File: config.mk
export PLATFORM = sky130hd
export DESIGN_NAME = fighter_action_ctrl_flat
export DESIGN_NICKNAME = d
export VERILOG_FILES = /design/src/rtl/fighter_pkg.sv /design/src/rtl/fighter_action_ctrl_if.sv /design/src/rtl/fighter_action_ctrl_key_edge_latch.sv /design/src/rtl/fighter_action_ctrl.sv /design/src/flat_wrapper.sv
export SDC_FILE = /design/constraint.sdc
export NUM_CORES = 1
export LEC_CHECK = 0
export ABC_AREA = 1
export BUFFER_PORTS_ARGS = -buffer_cell sky130_fd_sc_hd__buf_2
export CORE_UTILIZATION = 60
export DETAILED_ROUTE_END_ITERATION = 10
export PLACE_DENSITY = 0.92
export REMOVE_ABC_BUFFERS = 1
export SYNTH_ARGS = -nofsm -noshare
export SYNTH_HDL_FRONTEND = slang
export SYNTH_SLANG_ARGS = --single-unit
File: constraint.sdc
create_clock -name Clk -period 3.1 [get_ports Clk]
set_clock_uncertainty 0.2 [all_clocks]
set_input_delay 0.62 -clock Clk [delete_from_list [all_inputs] [get_ports Clk]]
set_output_delay 0.62 -clock Clk [all_outputs]
set_load 0.005 [all_outputs]
File: src/rtl/fighter_pkg.sv
// Shared fighter types and constants, used by the action sequencer,
// the gravity block and the sprite/hitbox logic.
package fighter_pkg;

    typedef enum logic [2:0] {
        POSE_IDLE    = 3'd0,
        POSE_AIR     = 3'd1,
        POSE_PUNCH   = 3'd2,
        POSE_KICK    = 3'd3,
        POSE_RECOVER = 3'd4,
        POSE_STUN    = 3'd5
    } pose_t;

    typedef enum logic [2:0] {
        S_IDLE,
        S_JUMP_REQ,
        S_AIR,
        S_PUNCH,
        S_KICK,
        S_RECOVER,
        S_STUN
    } state_t;

    localparam logic [9:0] GROUND_Y = 10'd284;

    localparam int unsigned DEF_PUNCH_FRAMES   = 6;
    localparam int unsigned DEF_KICK_FRAMES    = 10;
    localparam int unsigned DEF_ACTIVE_FIRST   = 2;
    localparam int unsigned DEF_ACTIVE_LAST    = 3;
    localparam int unsigned DEF_RECOVER_FRAMES = 4;
    localparam int unsigned DEF_STUN_FRAMES    = 16;
    localparam int unsigned DEF_JUMP_TIMEOUT   = 2;

    // The jump request still shows the standing sprite until liftoff.
    function automatic pose_t pose_of(state_t s);
        pose_t p;
        p = POSE_IDLE;
        unique case (s)
            S_IDLE:     p = POSE_IDLE;
            S_JUMP_REQ: p = POSE_IDLE;
            S_AIR:      p = POSE_AIR;
            S_PUNCH:    p = POSE_PUNCH;
            S_KICK:     p = POSE_KICK;
            S_RECOVER:  p = POSE_RECOVER;
            S_STUN:     p = POSE_STUN;
            default:    p = POSE_IDLE;
        endcase
        return p;
    endfunction

endpackage

File: src/rtl/fighter_action_ctrl_if.sv
// Signal bundle between the keyboard/collision side and the
// action sequencer.
interface fighter_action_ctrl_if;
    import fighter_pkg::*;

    logic       frame_tick;
    logic [9:0] Ball_Y_Pos;
    logic       jump_key;
    logic       punch_key;
    logic       kick_key;
    logic       hit;

    logic       jump;
    pose_t      pose;
    logic       hitbox_active;
    logic       busy;

    modport master (
        output frame_tick, Ball_Y_Pos,
        output jump_key, punch_key, kick_key, hit,
        input  jump, pose, hitbox_active, busy
    );

    modport slave (
        input  frame_tick, Ball_Y_Pos,
        input  jump_key, punch_key, kick_key, hit,
        output jump, pose, hitbox_active, busy
    );

endinterface

File: src/rtl/fighter_action_ctrl_key_edge_latch.sv
// Key sampler with rising-edge detect and a pending bit that lives
// until the next frame tick.
module key_edge_latch (
    input  logic Clk,
    input  logic rst_n,
    input  logic key,
    input  logic clear,
    output logic pending
);

    logic samp;
    logic prev;
    logic rise;

    assign rise = samp & ~prev;

    // A fresh edge wins over the tick so it carries into the next frame.
    always_ff @(posedge Clk or negedge rst_n) begin
        if (!rst_n) begin
            samp    <= 1'b0;
            prev    <= 1'b0;
            pending <= 1'b0;
        end else begin
            samp <= key;
            prev <= samp;
            if (rise) begin
                pending <= 1'b1;
            end else if (clear) begin
                pending <= 1'b0;
            end
        end
    end

endmodule

File: src/rtl/fighter_action_ctrl.sv
// Per-fighter action sequencer: arbitrates key requests, holds the
// jump request until liftoff and times attacks, recovery and stun.
module fighter_action_ctrl
    import fighter_pkg::*;
#(
    parameter int unsigned PUNCH_FRAMES   = DEF_PUNCH_FRAMES,
    parameter int unsigned KICK_FRAMES    = DEF_KICK_FRAMES,
    parameter int unsigned ACTIVE_FIRST   = DEF_ACTIVE_FIRST,
    parameter int unsigned ACTIVE_LAST    = DEF_ACTIVE_LAST,
    parameter int unsigned RECOVER_FRAMES = DEF_RECOVER_FRAMES,
    parameter int unsigned STUN_FRAMES    = DEF_STUN_FRAMES,
    parameter int unsigned JUMP_TIMEOUT   = DEF_JUMP_TIMEOUT
) (
    input logic            Clk,
    input logic            Reset_n,
    fighter_action_ctrl_if.slave bus
);

    if (PUNCH_FRAMES   < 1 || PUNCH_FRAMES   > 31 ||
        KICK_FRAMES    < 1 || KICK_FRAMES    > 31 ||
        RECOVER_FRAMES < 1 || RECOVER_FRAMES > 31 ||
        STUN_FRAMES    < 1 || STUN_FRAMES    > 31 ||
        JUMP_TIMEOUT   < 1 || JUMP_TIMEOUT   > 31 ||
        ACTIVE_FIRST   > 31 || ACTIVE_LAST   > 31) begin : g_param_err
        $error("fighter_action_ctrl: frame parameter out of range");
    end

    localparam logic [4:0] P_LAST = 5'(PUNCH_FRAMES - 1);
    localparam logic [4:0] K_LAST = 5'(KICK_FRAMES - 1);
    localparam logic [4:0] R_LAST = 5'(RECOVER_FRAMES - 1);
    localparam logic [4:0] S_LAST = 5'(STUN_FRAMES - 1);
    localparam logic [4:0] J_LAST = 5'(JUMP_TIMEOUT - 1);
    localparam logic [4:0] A_FIRST = 5'(ACTIVE_FIRST);
    localparam logic [4:0] A_LAST  = 5'(ACTIVE_LAST);

    // Assertion is immediate; release is retimed to Clk.
    logic [1:0] rst_sync;
    logic       rst_n;

    always_ff @(posedge Clk or negedge Reset_n) begin
        if (!Reset_n) begin
            rst_sync <= 2'b00;
        end else begin
            rst_sync <= {rst_sync[0], 1'b1};
        end
    end

    assign rst_n = rst_sync[1];

    logic tick;
    logic grounded;
    logic pend_j;
    logic pend_p;
    logic pend_k;

    assign tick     = bus.frame_tick;
    assign grounded = (bus.Ball_Y_Pos >= GROUND_Y);

    key_edge_latch u_jump (
        .Clk     (Clk),
        .rst_n   (rst_n),
        .key     (bus.jump_key),
        .clear   (tick),
        .pending (pend_j)
    );

    key_edge_latch u_punch (
        .Clk     (Clk),
        .rst_n   (rst_n),
        .key     (bus.punch_key),
        .clear   (tick),
        .pending (pend_p)
    );

    key_edge_latch u_kick (
        .Clk     (Clk),
        .rst_n   (rst_n),
        .key     (bus.kick_key),
        .clear   (tick),
        .pending (pend_k)
    );

    state_t     state;
    state_t     nxt;
    logic [4:0] cnt;
    logic [4:0] cnt_nxt;
    logic       atk;
    logic       atk_nxt;
    logic [4:0] atk_last;

    assign atk_last = atk ? K_LAST : P_LAST;

    always_ff @(posedge Clk or negedge rst_n) begin
        if (!rst_n) begin
            state <= S_IDLE;
            cnt   <= 5'd0;
            atk   <= 1'b0;
        end else begin
            state <= nxt;
            cnt   <= cnt_nxt;
            atk   <= atk_nxt;
        end
    end

    always_comb begin
        nxt     = state;
        cnt_nxt = cnt;
        atk_nxt = atk;
        if (bus.hit) begin
            nxt     = S_STUN;
            cnt_nxt = 5'd0;
        end else begin
            unique case (state)
                S_IDLE: begin
                    if (tick) begin
                        if (pend_j && grounded) begin
                            nxt     = S_JUMP_REQ;
                            cnt_nxt = 5'd0;
                        end else if (pend_k) begin
                            nxt     = S_KICK;
                            cnt_nxt = 5'd0;
                            atk_nxt = 1'b1;
                        end else if (pend_p) begin
                            nxt     = S_PUNCH;
                            cnt_nxt = 5'd0;
                            atk_nxt = 1'b0;
                        end
                    end
                end
                S_JUMP_REQ: begin
                    if (!grounded) begin
                        nxt     = S_AIR;
                        cnt_nxt = 5'd0;
                    end else if (tick) begin
                        if (cnt == J_LAST) begin
                            nxt     = S_IDLE;
                            cnt_nxt = 5'd0;
                        end else begin
                            cnt_nxt = cnt + 5'd1;
                        end
                    end
                end
                S_AIR: begin
                    if (grounded && tick) begin
                        nxt = S_IDLE;
                    end
                end
                S_PUNCH, S_KICK: begin
                    if (tick) begin
                        if (cnt == atk_last) begin
                            nxt     = S_RECOVER;
                            cnt_nxt = 5'd0;
                        end else begin
                            cnt_nxt = cnt + 5'd1;
                        end
                    end
                end
                S_RECOVER: begin
                    if (tick) begin
                        if (cnt == R_LAST) begin
                            nxt     = S_IDLE;
                            cnt_nxt = 5'd0;
                        end else begin
                            cnt_nxt = cnt + 5'd1;
                        end
                    end
                end
                S_STUN: begin
                    if (tick) begin
                        if (cnt == S_LAST) begin
                            nxt     = S_IDLE;
                            cnt_nxt = 5'd0;
                        end else begin
                            cnt_nxt = cnt + 5'd1;
                        end
                    end
                end
                default: begin
                    nxt     = S_IDLE;
                    cnt_nxt = 5'd0;
                end
            endcase
        end
    end

    logic  jump_r;
    pose_t pose_r;
    logic  hb_r;
    logic  busy_r;
    logic  hb_nxt;

    assign hb_nxt = (nxt == S_PUNCH || nxt == S_KICK) &&
                    (cnt_nxt >= A_FIRST) && (cnt_nxt <= A_LAST);

    always_ff @(posedge Clk or negedge rst_n) begin
        if (!rst_n) begin
            jump_r <= 1'b0;
            pose_r <= POSE_IDLE;
            hb_r   <= 1'b0;
            busy_r <= 1'b0;
        end else begin
            jump_r <= (nxt == S_JUMP_REQ);
            pose_r <= pose_of(nxt);
            hb_r   <= hb_nxt;
            busy_r <= (nxt != S_IDLE);
        end
    end

    assign bus.jump          = jump_r;
    assign bus.pose          = pose_r;
    assign bus.hitbox_active = hb_r;
    assign bus.busy          = busy_r;

endmodule

File: src/flat_wrapper.sv
// flat-port wrapper written by rule: the top's interface ports become plain ports
module fighter_action_ctrl_flat import fighter_pkg::*;
#(
    parameter int unsigned PUNCH_FRAMES   = DEF_PUNCH_FRAMES,
    parameter int unsigned KICK_FRAMES    = DEF_KICK_FRAMES,
    parameter int unsigned ACTIVE_FIRST   = DEF_ACTIVE_FIRST,
    parameter int unsigned ACTIVE_LAST    = DEF_ACTIVE_LAST,
    parameter int unsigned RECOVER_FRAMES = DEF_RECOVER_FRAMES,
    parameter int unsigned STUN_FRAMES    = DEF_STUN_FRAMES,
    parameter int unsigned JUMP_TIMEOUT   = DEF_JUMP_TIMEOUT
)
  (Clk, Reset_n, bus_frame_tick, bus_Ball_Y_Pos, bus_jump_key, bus_punch_key, bus_kick_key, bus_hit, bus_jump, bus_pose, bus_hitbox_active, bus_busy);
  fighter_action_ctrl_if bus_i ();
  input logic Clk;
  input logic Reset_n;
  input wire logic [$bits(bus_i.frame_tick)-1:0] bus_frame_tick;
  input wire logic [$bits(bus_i.Ball_Y_Pos)-1:0] bus_Ball_Y_Pos;
  input wire logic [$bits(bus_i.jump_key)-1:0] bus_jump_key;
  input wire logic [$bits(bus_i.punch_key)-1:0] bus_punch_key;
  input wire logic [$bits(bus_i.kick_key)-1:0] bus_kick_key;
  input wire logic [$bits(bus_i.hit)-1:0] bus_hit;
  output wire logic [$bits(bus_i.jump)-1:0] bus_jump;
  output wire logic [$bits(bus_i.pose)-1:0] bus_pose;
  output wire logic [$bits(bus_i.hitbox_active)-1:0] bus_hitbox_active;
  output wire logic [$bits(bus_i.busy)-1:0] bus_busy;
  assign bus_i.frame_tick = bus_frame_tick;
  assign bus_i.Ball_Y_Pos = bus_Ball_Y_Pos;
  assign bus_i.jump_key = bus_jump_key;
  assign bus_i.punch_key = bus_punch_key;
  assign bus_i.kick_key = bus_kick_key;
  assign bus_i.hit = bus_hit;
  assign bus_jump = bus_i.jump;
  assign bus_pose = bus_i.pose;
  assign bus_hitbox_active = bus_i.hitbox_active;
  assign bus_busy = bus_i.busy;
  fighter_action_ctrl #(.PUNCH_FRAMES(PUNCH_FRAMES), .KICK_FRAMES(KICK_FRAMES), .ACTIVE_FIRST(ACTIVE_FIRST), .ACTIVE_LAST(ACTIVE_LAST), .RECOVER_FRAMES(RECOVER_FRAMES), .STUN_FRAMES(STUN_FRAMES), .JUMP_TIMEOUT(JUMP_TIMEOUT)) u_core (.Clk(Clk), .Reset_n(Reset_n), .bus(bus_i));
endmodule
[After elaboration in Yosys (flattened, before gate mapping)]
Index checks and enable logic that the tools add are counted.
Storage, ports and cells
  bits in registers: 26
  bits of input ports: 17
  output and inout bits: 6
  logic and storage cells: 97
Operators by class
  add/sub/neg operators: 1
  $lt $le $gt $ge: 3
  eq/ne operators: 16
  mux-type cells: 39
  bitwise gates (word level): 8
  reduce and logical (&&, ||, !) cells: 13
Operators by type and width (number)
  2-to-1 mux 5 bit: 14
  2-to-1 mux 3 bit: 15
  case mux 5 bit (6 select lines): 1
  equality test 3 bit, second input constant: 6
  case mux 3 bit (6 select lines): 1
  case mux 3 bit (5 select lines): 1
  equality test 3 x 2 -> 1 bit, second input constant: 4
  greater-or-equal comparator 10 x 9 -> 1 bit, second input constant: 1
  nonzero test 2 bit: 4
  equality test 3 x 1 -> 1 bit, second input constant: 2
  2-to-1 mux 1 bit: 6
  adder 5 x 1 -> 5 bit, second input constant: 1
  equality test 5 x 1 -> 1 bit, second input constant: 1
  equality test 5 x 2 -> 1 bit, second input constant: 1
  equality test 5 x 4 -> 1 bit, second input constant: 1
  equality test 5 bit: 1
  greater-or-equal comparator 5 x 2 -> 1 bit, second input constant: 1
  less-or-equal comparator 5 x 2 -> 1 bit, second input constant: 1
  inverter 1 bit: 5
  AND reduction 5 bit: 1
  logical AND 1 bit: 4
  2-to-1 mux 4 bit: 1
  bitwise AND 1 bit: 3
  logical NOT 3 bit: 1
  other kinds (3): 3

[Depth between registers and ports, before layout]
Gate-level depths: netlist of the first run.
  depth after elaboration: 10
  depth in mapped cells: 16
  gate-level depth less buffers: 16

[Cells and area by module]
Synthesis of the first run repeated with hierarchy kept, for this count alone.
Second synthesis, totals
  cell total of the unflattened synthesis: 236
  area, all modules: 1630.3 sq um
By module, submodules not included
  fighter_action_ctrl: times used 1, cells each 212, area each 1348.8 sq um, seq. area each 425.4 sq um
  key_edge_latch: times used 3, cells each 8, area each 93.8 sq um, seq. area each 75.1 sq um

[Least setup slack after synthesis of the first run]
Ideal clock, no wire load.
  path type: reg2reg
  from: register u_core.cnt[0]
  to: register u_core.hb_r, in the netlist u_core.bus.hitbox_active
  setup time: 0.114 ns
  arrival: 1.832 ns
  required time: 2.786 ns
  setup slack: 0.954 ns
  cell stages (with the launch flop): 14
  path buffers: 0
  period minus slack after synthesis: 2.146 ns
  cells stage by stage: dfrtp_1 -> ha_1 -> inv_1 -> nor3_1 -> ha_1 -> nand2_1 -> nand2_1 -> nand3_1 -> a31oi_1 -> nand3_2 -> inv_1 -> nand2_1 -> nand2_2 -> nor2_2
On the way
  longest elaborated chain between the ends: 10
  elaborated cells between the ends (all ways): 38
  classes of those cells: 1 x add/sub; 2 x order compare; 6 x eq/ne; 26 x mux; 3 x reduce/logical
RTL lines
  from (decl): RTL line fighter_action_ctrl.sv:85  | logic [4:0] cnt;
  from (signal assigned): RTL line fighter_action_ctrl.sv:100  | cnt <= cnt_nxt;
  equality test 5 x 1 -> 1 bit: RTL line fighter_action_ctrl.sv:135  | if (cnt == J_LAST) begin
  2-to-1 mux 3 bit: RTL line fighter_action_ctrl.sv:135
  2-to-1 mux 3 bit: RTL line fighter_action_ctrl.sv:134  | end else if (tick) begin
  2-to-1 mux 3 bit: RTL line fighter_action_ctrl.sv:131  | if (!grounded) begin
  case mux 3 bit (6 select lines) (*): RTL line fighter_action_ctrl.sv:113  | unique case (state)
  2-to-1 mux 3 bit (*): RTL line fighter_action_ctrl.sv:109  | if (bus.hit) begin
  net u_core.nxt[2]: RTL line fighter_action_ctrl.sv:84  | state_t nxt;
  equality test 3 x 2 -> 1 bit / equality test 3 bit (equally long branches): RTL line fighter_action_ctrl.sv:192  | assign hb_nxt = (nxt == S_PUNCH || nxt == S_KICK) &&
  logical OR 1 bit (*): RTL line fighter_action_ctrl.sv:192
  logical AND 1 bit (*): RTL line fighter_action_ctrl.sv:192
  logical AND 1 bit (*): RTL line fighter_action_ctrl.sv:193  | (cnt_nxt >= A_FIRST) && (cnt_nxt <= A_LAST);
  net u_core.hb_nxt: RTL line fighter_action_ctrl.sv:190  | logic hb_nxt;
  to (signal assigned): RTL line fighter_action_ctrl.sv:204  | hb_r <= hb_nxt;
  to (decl): RTL line fighter_action_ctrl.sv:188  | logic hb_r;
Mark *: on every way through the listed nets, which the timed path passes. The rest lies on a longest branch.
A chain may end at the register's enable or synchronous reset.

[Final worst setup path of the first run]
  from: register u_core.cnt[0]
  to: register u_core.hb_r, in the netlist u_core.bus.hitbox_active
On the way
  longest elaborated chain between the ends: 10
  elaborated cells between the ends (all ways): 38
  classes of those cells: 1 x add/sub; 2 x order compare; 6 x eq/ne; 26 x mux; 3 x reduce/logical
RTL lines (RTL line)
  parallel branches: the longest is 9 deep, another holds adder 5 x 1 -> 5 bit
  logical AND 1 bit (*): fighter_action_ctrl.sv:193
  net u_core.hb_nxt: fighter_action_ctrl.sv:190
Mark *: on every way through the listed nets, which the timed path passes.

==> metrics.csv, run 1 <==
metric,value,unit
status,completed,
fin_crit,2.55,ns
worstPathBufferInverterCount,1,
ant_nets,0,
cts_max_level,1,
path_class,flop to flop,
synth-seq-cells,26,
detail_route.wl_per_cell,12.8,microns
first_global_vias,1366,
hold_viol,0,
worstPathArrival,2.61,ns
setup_viol,0,
hp-class,flop to flop,
startpoint_type,flop,
drc_errors,0,
fp-row-count,18,
use_met3,4.92,%
die_y,54.9,microns
path_delay_family,simple AND/OR/NAND/NOR gates,
path_clk_slew,0.13,ns
synth_top_area_share,38.7,%
cts_tree,built,
syn_area,0.00168,sq mm
instances_no_fill,294,
cts_max_path_buffers,2,
area_growth_syn_to_layout,10.8,%
netlist_top_cells_area,"dfrtp_1 (39%), nand2_1 (15%), nand3_1 (8.9%)",
place_area,0.00180,sq mm
core-area,0.00257,sq mm
finish.instance_area,0.00186,sq mm
crit_slowest_cell,dfrtp_1,
path_cells,ha_1 -> inv_1 -> nor3_1 -> ha_1 -> nand2_1 -> nand2_1 -> nand2_1 -> nor2_2 -> nand3_2 -> nor2_4 -> nand2_2 -> nand2_2 -> nand2_2 -> nor2_2,
critPathMaxFanout,5,
endpoint_kind,flop,
yosysSeqAreaShare,38.7,%
crit_required,3.16,ns
cts.sinks,26,
synth_flop_cell,dfrtp_1,
dieArea,0.00301,sq mm
globalRouteTotalUtil,28.0,%
clkLatencyLatePin,0.32,ns
whs,0.163,ns
wl,3.75,mm
drt_iter0_markers,105,
cts-buffers-inserted,3,
final_common_cell,nand2_1,
rsz0062_at_grt,no,
io-pin-count,23,
synth_largest_area_cell,dfrtp_1,
top_usage_layer,met2,
synth.avg_cell_area,6.94,sq um
grt_pass1_wl,5.91,mm
antennaDiodeCount,0,
post_cts_buffers,0,
critPathMaxStageDelay,0.46,ns
vias_per_cell,5.39,
firstDrtPassIters,6,
async_flop_share,100,%
finalNetCount,286,
synth-edff-count,0,
vias,1584,
layout_common_cells,"nand2_1 (68), inv_1 (38), nand3_1 (30), dfrtp_1 (26), nor2_1 (21)",
routabilityCongestion,0.956,
period_share,82.3,%
grt_max_degree,25,
cap_violations,0,
antenna_found_initial,0,
dp.cells,289,
syn_inst,242,
start_util,65.4,%
tightest_slew,0.898,ns
tns,0,ns
p_leak,0.00101,uW
drive_gt1_share,16.3,%
relSlewSlack,40.2,%
port_buffers,20,
grtUsageMet2,49.0,%
fmax,0.392,GHz
drv_slew,0,
yosysWarnings,0,
fillers,217,
grt_use_met1,36.0,%
cts-root-buf,clkbuf_4,
synth_cell_types,27,
overflow,0,
dp_hpwl,2.83,mm
die_x,54.9,microns
p_per_area,434,mW/mm^2
ir_worst_vdd,0.000456,V
==> logic make-up (layout without fill, tap and decap cells) <==
family | Yosys count | count (layout) | synth area share (%)
XOR/XNOR | 3 | 3 | 1.57
adder cells (fa/ha/maj) | 4 | 4 | 2.98
AND/OR/NAND/NOR | 142 | 142 | 38.6
AO/OA/AOI/OAI | 21 | 21 | 7.15
flip-flops | 26 | 26 | 38.7
other | 1 | 1 | 0.223
buffers and inverters | 45 | 67 | 10.7
==> worst paths after layout <==
check,start,to,slack [ns],depth (start not counted)
max in group asynchronous,u_core.rst_sync[1],u_core.cnt[3],1.97,0
hold / removal,u_core.rst_sync[0],u_core.rst_sync[1],0.16,0
hold reg to reg,u_core.rst_sync[0],u_core.rst_sync[1],0.16,0
min in group asynchronous,u_core.rst_sync[1],u_core.state[0],0.18,0
setup / recovery,u_core.cnt[0],u_core.bus.hitbox_active,0.55,14
setup reg to reg,u_core.cnt[0],u_core.bus.hitbox_active,0.55,14
==> routing by layer <==
| layer | up-vias | share of wire, % |
|---|---|---|
| met2 | 61 | 48 |
| met3 | 4 | 7.6 |
| li1 | 798 | - |
| met5 | - | 0 |
| met1 | 721 | 44 |
| met4 | 0 | 0.67 |
==> power breakdown <==
part | total (uW) | internal [uW] | switching, uW
combinational | 186 | 65.0 | 121
sequential | 393 | 364 | 29.0
clock | 227 | 131 | 96.5
total | 807 | 560 | 246
==> through the flow <==
| stage | util, % | total power (uW) | setup slack (ns) |
|---|---|---|---|
| detailed placement | 70.0 | 580 | 0.662 |
| global route | 72.5 | 847 | 0.359 |
| CTS | 72.5 | 807 | 0.599 |
| floorplan | - | 520 | 0.954 |
| finish | 72.5 | 807 | 0.550 |
| global placement | 70.0 | 573 | 0.708 |
==> timing repair <==
| item | CTS | global route |
|---|---|---|
| hold buffers | 1 | 0 |
| gates resized for setup | 0 | 0 |
| endpoints found under the hold margin | 2 | 0 |
==> layout make-up <==
cell class | instances | area, sq um | share of cell area (%)
inverter | 41 | 154 | 8.27
clock buffer | 3 | 22.5 | 1.21
tap | 30 | 37.5 | 2.02
clock inverter | 1 | 30.0 | 1.61
multi-input combinational | 171 | 848 | 45.6
sequential | 26 | 651 | 35.0
timing repair buffer | 22 | 118 | 6.32
==> cell usage after synthesis, types with 2 or more instances <==
library cell  count
nand2_1          68
inv_1            38
nand3_1          30
dfrtp_1          26
nor2_1           21
o21ai_0           9
nand2_2           7
nor3_1            6
a21oi_1           4
ha_1              4
buf_2             3
inv_2             3
nor2_2            3
a31oi_1           2
nand3_2           2
nand4_1           2
nor2_4            2
o22ai_1           2
xor2_1            2
==> flip-flops by register name (all words and copies together), names as in the netlist, 2 cells and up <==
name and flops:
u_core.cnt 5, u_core.rst_sync 2, u_core.bus.pose 3, u_core.state 3
Power figures use the tool's default switching activity.
==> inputs of run 2 (changes only) <==
--- a/config.mk
+++ b/config.mk
@@ -7,9 +7,9 @@
 export LEC_CHECK = 0
 export ABC_AREA = 1
 export BUFFER_PORTS_ARGS = -buffer_cell sky130_fd_sc_hd__buf_2
-export CORE_UTILIZATION = 60
+export CORE_UTILIZATION = 57
 export DETAILED_ROUTE_END_ITERATION = 10
-export PLACE_DENSITY = 0.92
+export PLACE_DENSITY = 0.88
 export REMOVE_ABC_BUFFERS = 1
 export SYNTH_ARGS = -nofsm -noshare
 export SYNTH_HDL_FRONTEND = slang
==> constraint.sdc (replaced) <==
create_clock -name Clk -period 2.4 [get_ports Clk]
set_clock_uncertainty 0.2 [all_clocks]
set_input_delay 0.48 -clock Clk [delete_from_list [all_inputs] [get_ports Clk]]
set_output_delay 0.48 -clock Clk [all_outputs]
set_load 0.005 [all_outputs]
==> run 2 against run 1 <==
  * Register-to-register slack lost 0.40 ns
  * Sequential power grew 28%
  * Setup slack lost 0.40 ns
  * Largest cell class unchanged
  * Clock power grew 29%
  * Critical endpoint unchanged
  * Via count grew 1.1%
==> metrics.csv, run 2 (same netlist as run 1, synthesis figures left out) <==
metric,value,unit
post_cts_buffers,0,
seqPwrFrac,47.5,%
cts_tree,built,
dp_slack,0.0729,ns
intPower,735,uW
critPathMaxStageDelay,0.38,ns
p_comb_share,24.8,%
final_common_cell,nand2_1,
area_growth_syn_to_layout,15.0,%
tns,0,ns
use_met3,3.00,%
crit_required,2.43,ns
path_cells,ha_1 -> inv_1 -> nor3_2 -> ha_2 -> nand2_1 -> nand2_2 -> nand3_1 -> a31oi_2 -> nand3_2 -> inv_2 -> nand2_1 -> nand2_2 -> nor2_2,
overflow,0,
antenna_found_initial,0,
cts-buffers-inserted,3,
total_power,1060,uW
status,completed,
finalNetCount,293,
vias,1602,
p_leak,0.00104,uW
dp_hpwl,2.94,mm
fp-row-count,19,
drt_iter0_markers,128,
fin_crit,2.25,ns
detail_route.wl_per_cell,12.5,microns
cts-root-buf,clkbuf_4,
die_y,56.3,microns
wl,3.76,mm
r2r_slack,0.15,ns
core-area,0.00278,sq mm
worstPathArrival,2.29,ns
firstDrtPassIters,4,
power.share.clock,27.7,%
worstSetupPathDepth,13,
cts.sinks,26,
grt_pass1_wl,6.20,mm
endpoint_kind,flop,
grt_max_degree,25,
setup_viol,0,
p_per_area,547,mW/mm^2
worstHoldStart,bus_jump_key,
grt_use_met1,36.6,%
hp-class,primary input to flop,
ir_worst_vdd,0.000724,V
io-pin-count,23,
antennaDiodeCount,0,
first_global_vias,1412,
swShare,30.4,%
path_delay_family,simple AND/OR/NAND/NOR gates,
start_util,60.4,%
largest_reg_flops,5,
r2r-end,u_core.bus.hitbox_active,
clkLatencyLatePin,0.32,ns
tightest_slew,0.896,ns
dieArea,0.00317,sq mm
crit_start,u_core.cnt[0],
r2r-start,u_core.cnt[0],
grtUsageMet2,40.1,%
drc_errors,0,
reg2reg_depth,13,
vias_per_cell,5.30,
cts_max_path_buffers,2,
die_x,56.3,microns
cap_violations,0,
layout_common_cells,"nand2_1 (67), inv_1 (37), nand3_1 (30), dfrtp_1 (26), nor2_1 (21)",
holdPathEnd,u_core.u_jump.samp,
cts_max_level,1,
ant_nets,0,
path_class,flop to flop,
period_share,93.8,%
fmax,0.444,GHz
routabilityCongestion,0.987,
globalRouteTotalUtil,24.8,%
port_buffers,20,
p_switching,321,uW
drive_gt1_share,20.3,%
path_clk_slew,0.14,ns
hold_viol,0,
whs,0.0570,ns
top_register,u_core.cnt,
critPathMaxFanout,4,
top_usage_layer,met2,
worstHoldPathCells,1,
crit_slowest_cell,dfrtp_1,
fin_ws,0.149,ns
worstPathBufferInverterCount,2,
startpoint_type,flop,
relSlewSlack,40.2,%
drv_slew,0,
[run 2: worst max path at each step]
stage                                to  slack, ns
2_1_floorplan  u_core.bus.hitbox_active       0.25
3_3_place_gp   u_core.bus.hitbox_active       0.13
3_5_place_dp   u_core.bus.hitbox_active       0.07
4_1_cts        u_core.bus.hitbox_active       0.05
5_1_grt              u_core.bus.pose[1]     -0.008
6_report       u_core.bus.hitbox_active       0.15
[run 2: stage by stage]
step                      util (%)  area [sq um]  cells
after floorplan                  -          1650    238
after global placement        66.6          1850    297
after detailed placement      66.6          1850    297
after CTS                     68.8          1910    302
after global routing          69.4          1930    302
final                         69.4          1930    302
[run 2: layout make-up]
type	instances	area, sq um
sequential	26	651
timing repair buffer	29	170
multi-input combinational	171	865
tap	31	38.8
clock inverter	1	30.0
clock buffer	3	22.5
fill	242	851
inverter	41	154
[run 2: power groups by stage]
| stage | registers, uW | clock network, uW | logic [uW] |
|---|---|---|---|
| floorplan | 509 | 0 | 162 |
| global placement | 509 | 0 | 244 |
| detailed placement | 510 | 0 | 247 |
| CTS | 502 | 297 | 253 |
| global route | 508 | 308 | 292 |
| finish | 502 | 293 | 262 |
[run 2: routing by layer]
metal,share of wire [%],vias up
li1,-,813
met1,46,736
met2,48,49
met3,5.1,4
met4,0.90,0
met5,0,-
[run 2: repair_timing]
action / in CTS / in global routing
hold buffers: 1 / 0
resized for setup: 0 / 5
hold endpoints to repair: 2 / 0
setup endpoints to repair: 0 / 6
==> inputs of run 3 (changes only) <==
--- a/config.mk
+++ b/config.mk
@@ -7,9 +7,9 @@
 export LEC_CHECK = 0
 export ABC_AREA = 1
 export BUFFER_PORTS_ARGS = -buffer_cell sky130_fd_sc_hd__buf_2
-export CORE_UTILIZATION = 57
+export CORE_UTILIZATION = 51
 export DETAILED_ROUTE_END_ITERATION = 10
-export PLACE_DENSITY = 0.88
+export PLACE_DENSITY = 0.84
 export REMOVE_ABC_BUFFERS = 1
 export SYNTH_ARGS = -nofsm -noshare
 export SYNTH_HDL_FRONTEND = slang
==> constraint.sdc (replaced) <==
create_clock -name Clk -period 2.05 [get_ports Clk]
set_clock_uncertainty 0.2 [all_clocks]
set_input_delay 0.41 -clock Clk [delete_from_list [all_inputs] [get_ports Clk]]
set_output_delay 0.41 -clock Clk [all_outputs]
set_load 0.005 [all_outputs]
==> run 3 against run 2 <==
  * The flow now finishes with violations (setup timing)
  * Non-clock buffer count is 29 higher
  * Sequential share of layout area is 6.0 points lower
  * Worst hold slack worse by 0.036 ns
  * Largest cell class unchanged
  * Die area is 11% higher
  * Global-route usage is 3.2 points higher
  * Combinational power is 75% higher
  * Power is 32% higher
  * Sequential power is 17% higher
  * Clock power is 19% higher
  * Cell area is 22% higher
  * First-iteration DRC count is 63% higher
  * Core utilization is 6.9 points higher
==> metrics.csv, run 3 (same netlist as run 1, synthesis figures left out) <==
metric,value,unit
core-area,0.00308,sq mm
port_buffers,20,
antenna_found_initial,0,
start_util,54.6,%
fmax,0.446,GHz
drc_errors,0,
crit_required,2.13,ns
dp_slack,-0.260,ns
cts.sinks,26,
path_clk_slew,0.14,ns
firstDrtPassIters,5,
startpoint_type,flop,
top_register,u_core.cnt,
endpoint_kind,flop,
overflow,0,
routabilityCongestion,1.03,
drt_iter0_markers,208,
dp_hpwl,3.27,mm
cts-root-buf,clkbuf_4,
finalNetCount,322,
dieArea,0.00353,sq mm
cts-buffers-inserted,3,
hp-class,flop to asynchronous set/reset pin,
ir_worst_vdd,0.000857,V
vias_per_cell,5.50,
detail_route.wl_per_cell,14.8,microns
io-pin-count,23,
die_y,59.4,microns
clkLatencyLatePin,0.33,ns
first_global_vias,1661,
area_growth_syn_to_layout,39.9,%
drv_slew,0,
worstPathArrival,2.32,ns
period_share,109,%
grt_max_degree,16,
grt_pass1_wl,7.30,mm
layout_common_cells,"nand2_1 (57), inv_1 (32), buf_4 (29), dfrtp_1 (26), nand3_1 (25)",
p_leak,0.00123,uW
fillers,209,
rsz0062_at_grt,yes,
cts_max_path_buffers,2,
vias,1891,
cts_tree,built,
wl,5.09,mm
violations,setup timing,
setup_viol,9,
ant_nets,0,
cap_violations,0,
critPathMaxFanout,6,
fin_ws,-0.192,ns
final_common_cell,nand2_1,
globalRouteTotalUtil,28.0,%
p_per_area,592,mW/mm^2
cts_max_level,1,
hold_viol,0,
antennaDiodeCount,0,
status,"complete, but fails checks",
drive_gt1_share,36.3,%
fp-row-count,20,
path_class,flop to flop,
die_x,59.4,microns
fin_crit,2.24,ns
total_power,1390,uW
largest_reg_flops,5,
==> run 3: cell count changes in the layout (fill, tap and decap cells not counted), moves of 4 or more <==
cell / change
nand2_1: -10
o21ai_0: -5
buf_6: +4
dlygate4sd3_1: +4
nor2_1: -4
nand2_2: +8
inv_1: -5
buf_4: +21
nand3_1: -5
==> run 3: timing repair <==
action	CTS	global route
gates resized for setup	27	29
pin swaps	16	27
endpoints found under the setup margin	12	12
setup buffers	5	3
endpoints found under the hold margin	14	0
hold buffers	5	0
==> run 3: layout make-up <==
class                      count  area (sq um)  area share [%]
inverter                      41           159            6.77
clock inverter                 1          30.0            1.28
tap                           44          55.1            2.34
sequential                    26           651            27.7
multi-input combinational    171          1020            43.4
clock buffer                   3          22.5           0.959
timing repair buffer          58           413            17.6
==> run 3: worst paths after layout <==
path / from / to / slack (ns) / cells past startpoint
max: u_core.cnt[4] / u_core.bus.hitbox_active / -0.19 / 12
max in group asynchronous: u_core.rst_sync[1] / u_core.bus.jump / 0.81 / 1
min reg2reg: u_core.rst_sync[1] / u_core.u_jump.pending / 0.02 / 1
max reg2reg: u_core.cnt[4] / u_core.bus.hitbox_active / -0.19 / 12
min in group Clk: u_core.rst_sync[0] / u_core.rst_sync[1] / 0.17 / 0
min: u_core.rst_sync[1] / u_core.u_jump.pending / 0.02 / 1
==> run 3: stage by stage <==
stage	hold WS (ns)	setup TNS, ns	instance area (sq um)	cells	utilization [%]
after floorplan	-0.0856	-0.208	1650	238	-
after global placement	-0.0459	-0.667	2000	327	64.8
after detailed placement	-0.0431	-1.40	2000	327	64.8
after CTS	0.0161	-0.359	2210	341	71.9
after global routing	0.0509	-1.92	2350	344	76.3
final	0.0214	-0.805	2350	344	76.3
==> run 3: report_power, final <==
part / switching [uW] / total [uW] / internal [uW]
registers: 33.3 / 585 / 551
logic: 272 / 458 / 186
clock network: 150 / 348 / 198
==> run 3: per-layer routing <==
| layer | GRT usage, % | wire (microns) | vias to the layer above |
|---|---|---|---|
| met2 | 45.4 | 2510 | 123 |
| met1 | 37.0 | 1970 | 868 |
| met4 | 11.2 | 193 | 0 |
| met5 | 0 | 0 | - |
| met3 | 5.02 | 412 | 26 |
| li1 | - | - | 874 |
==> run 3: critical path, cell delays in order, from the launching register on <==
cell and delay, ns:
dfrtp_1 0.53, inv_1 0.17, nand2_1 0.12, nor2_1 0.07, a21oi_1 0.23, nand2_1 0.14, inv_1 0.11, o211ai_1 0.13
nand3_1 0.14, nand2_1 0.08, inv_2 0.09, nand3_2 0.10, nor2_2 0.09
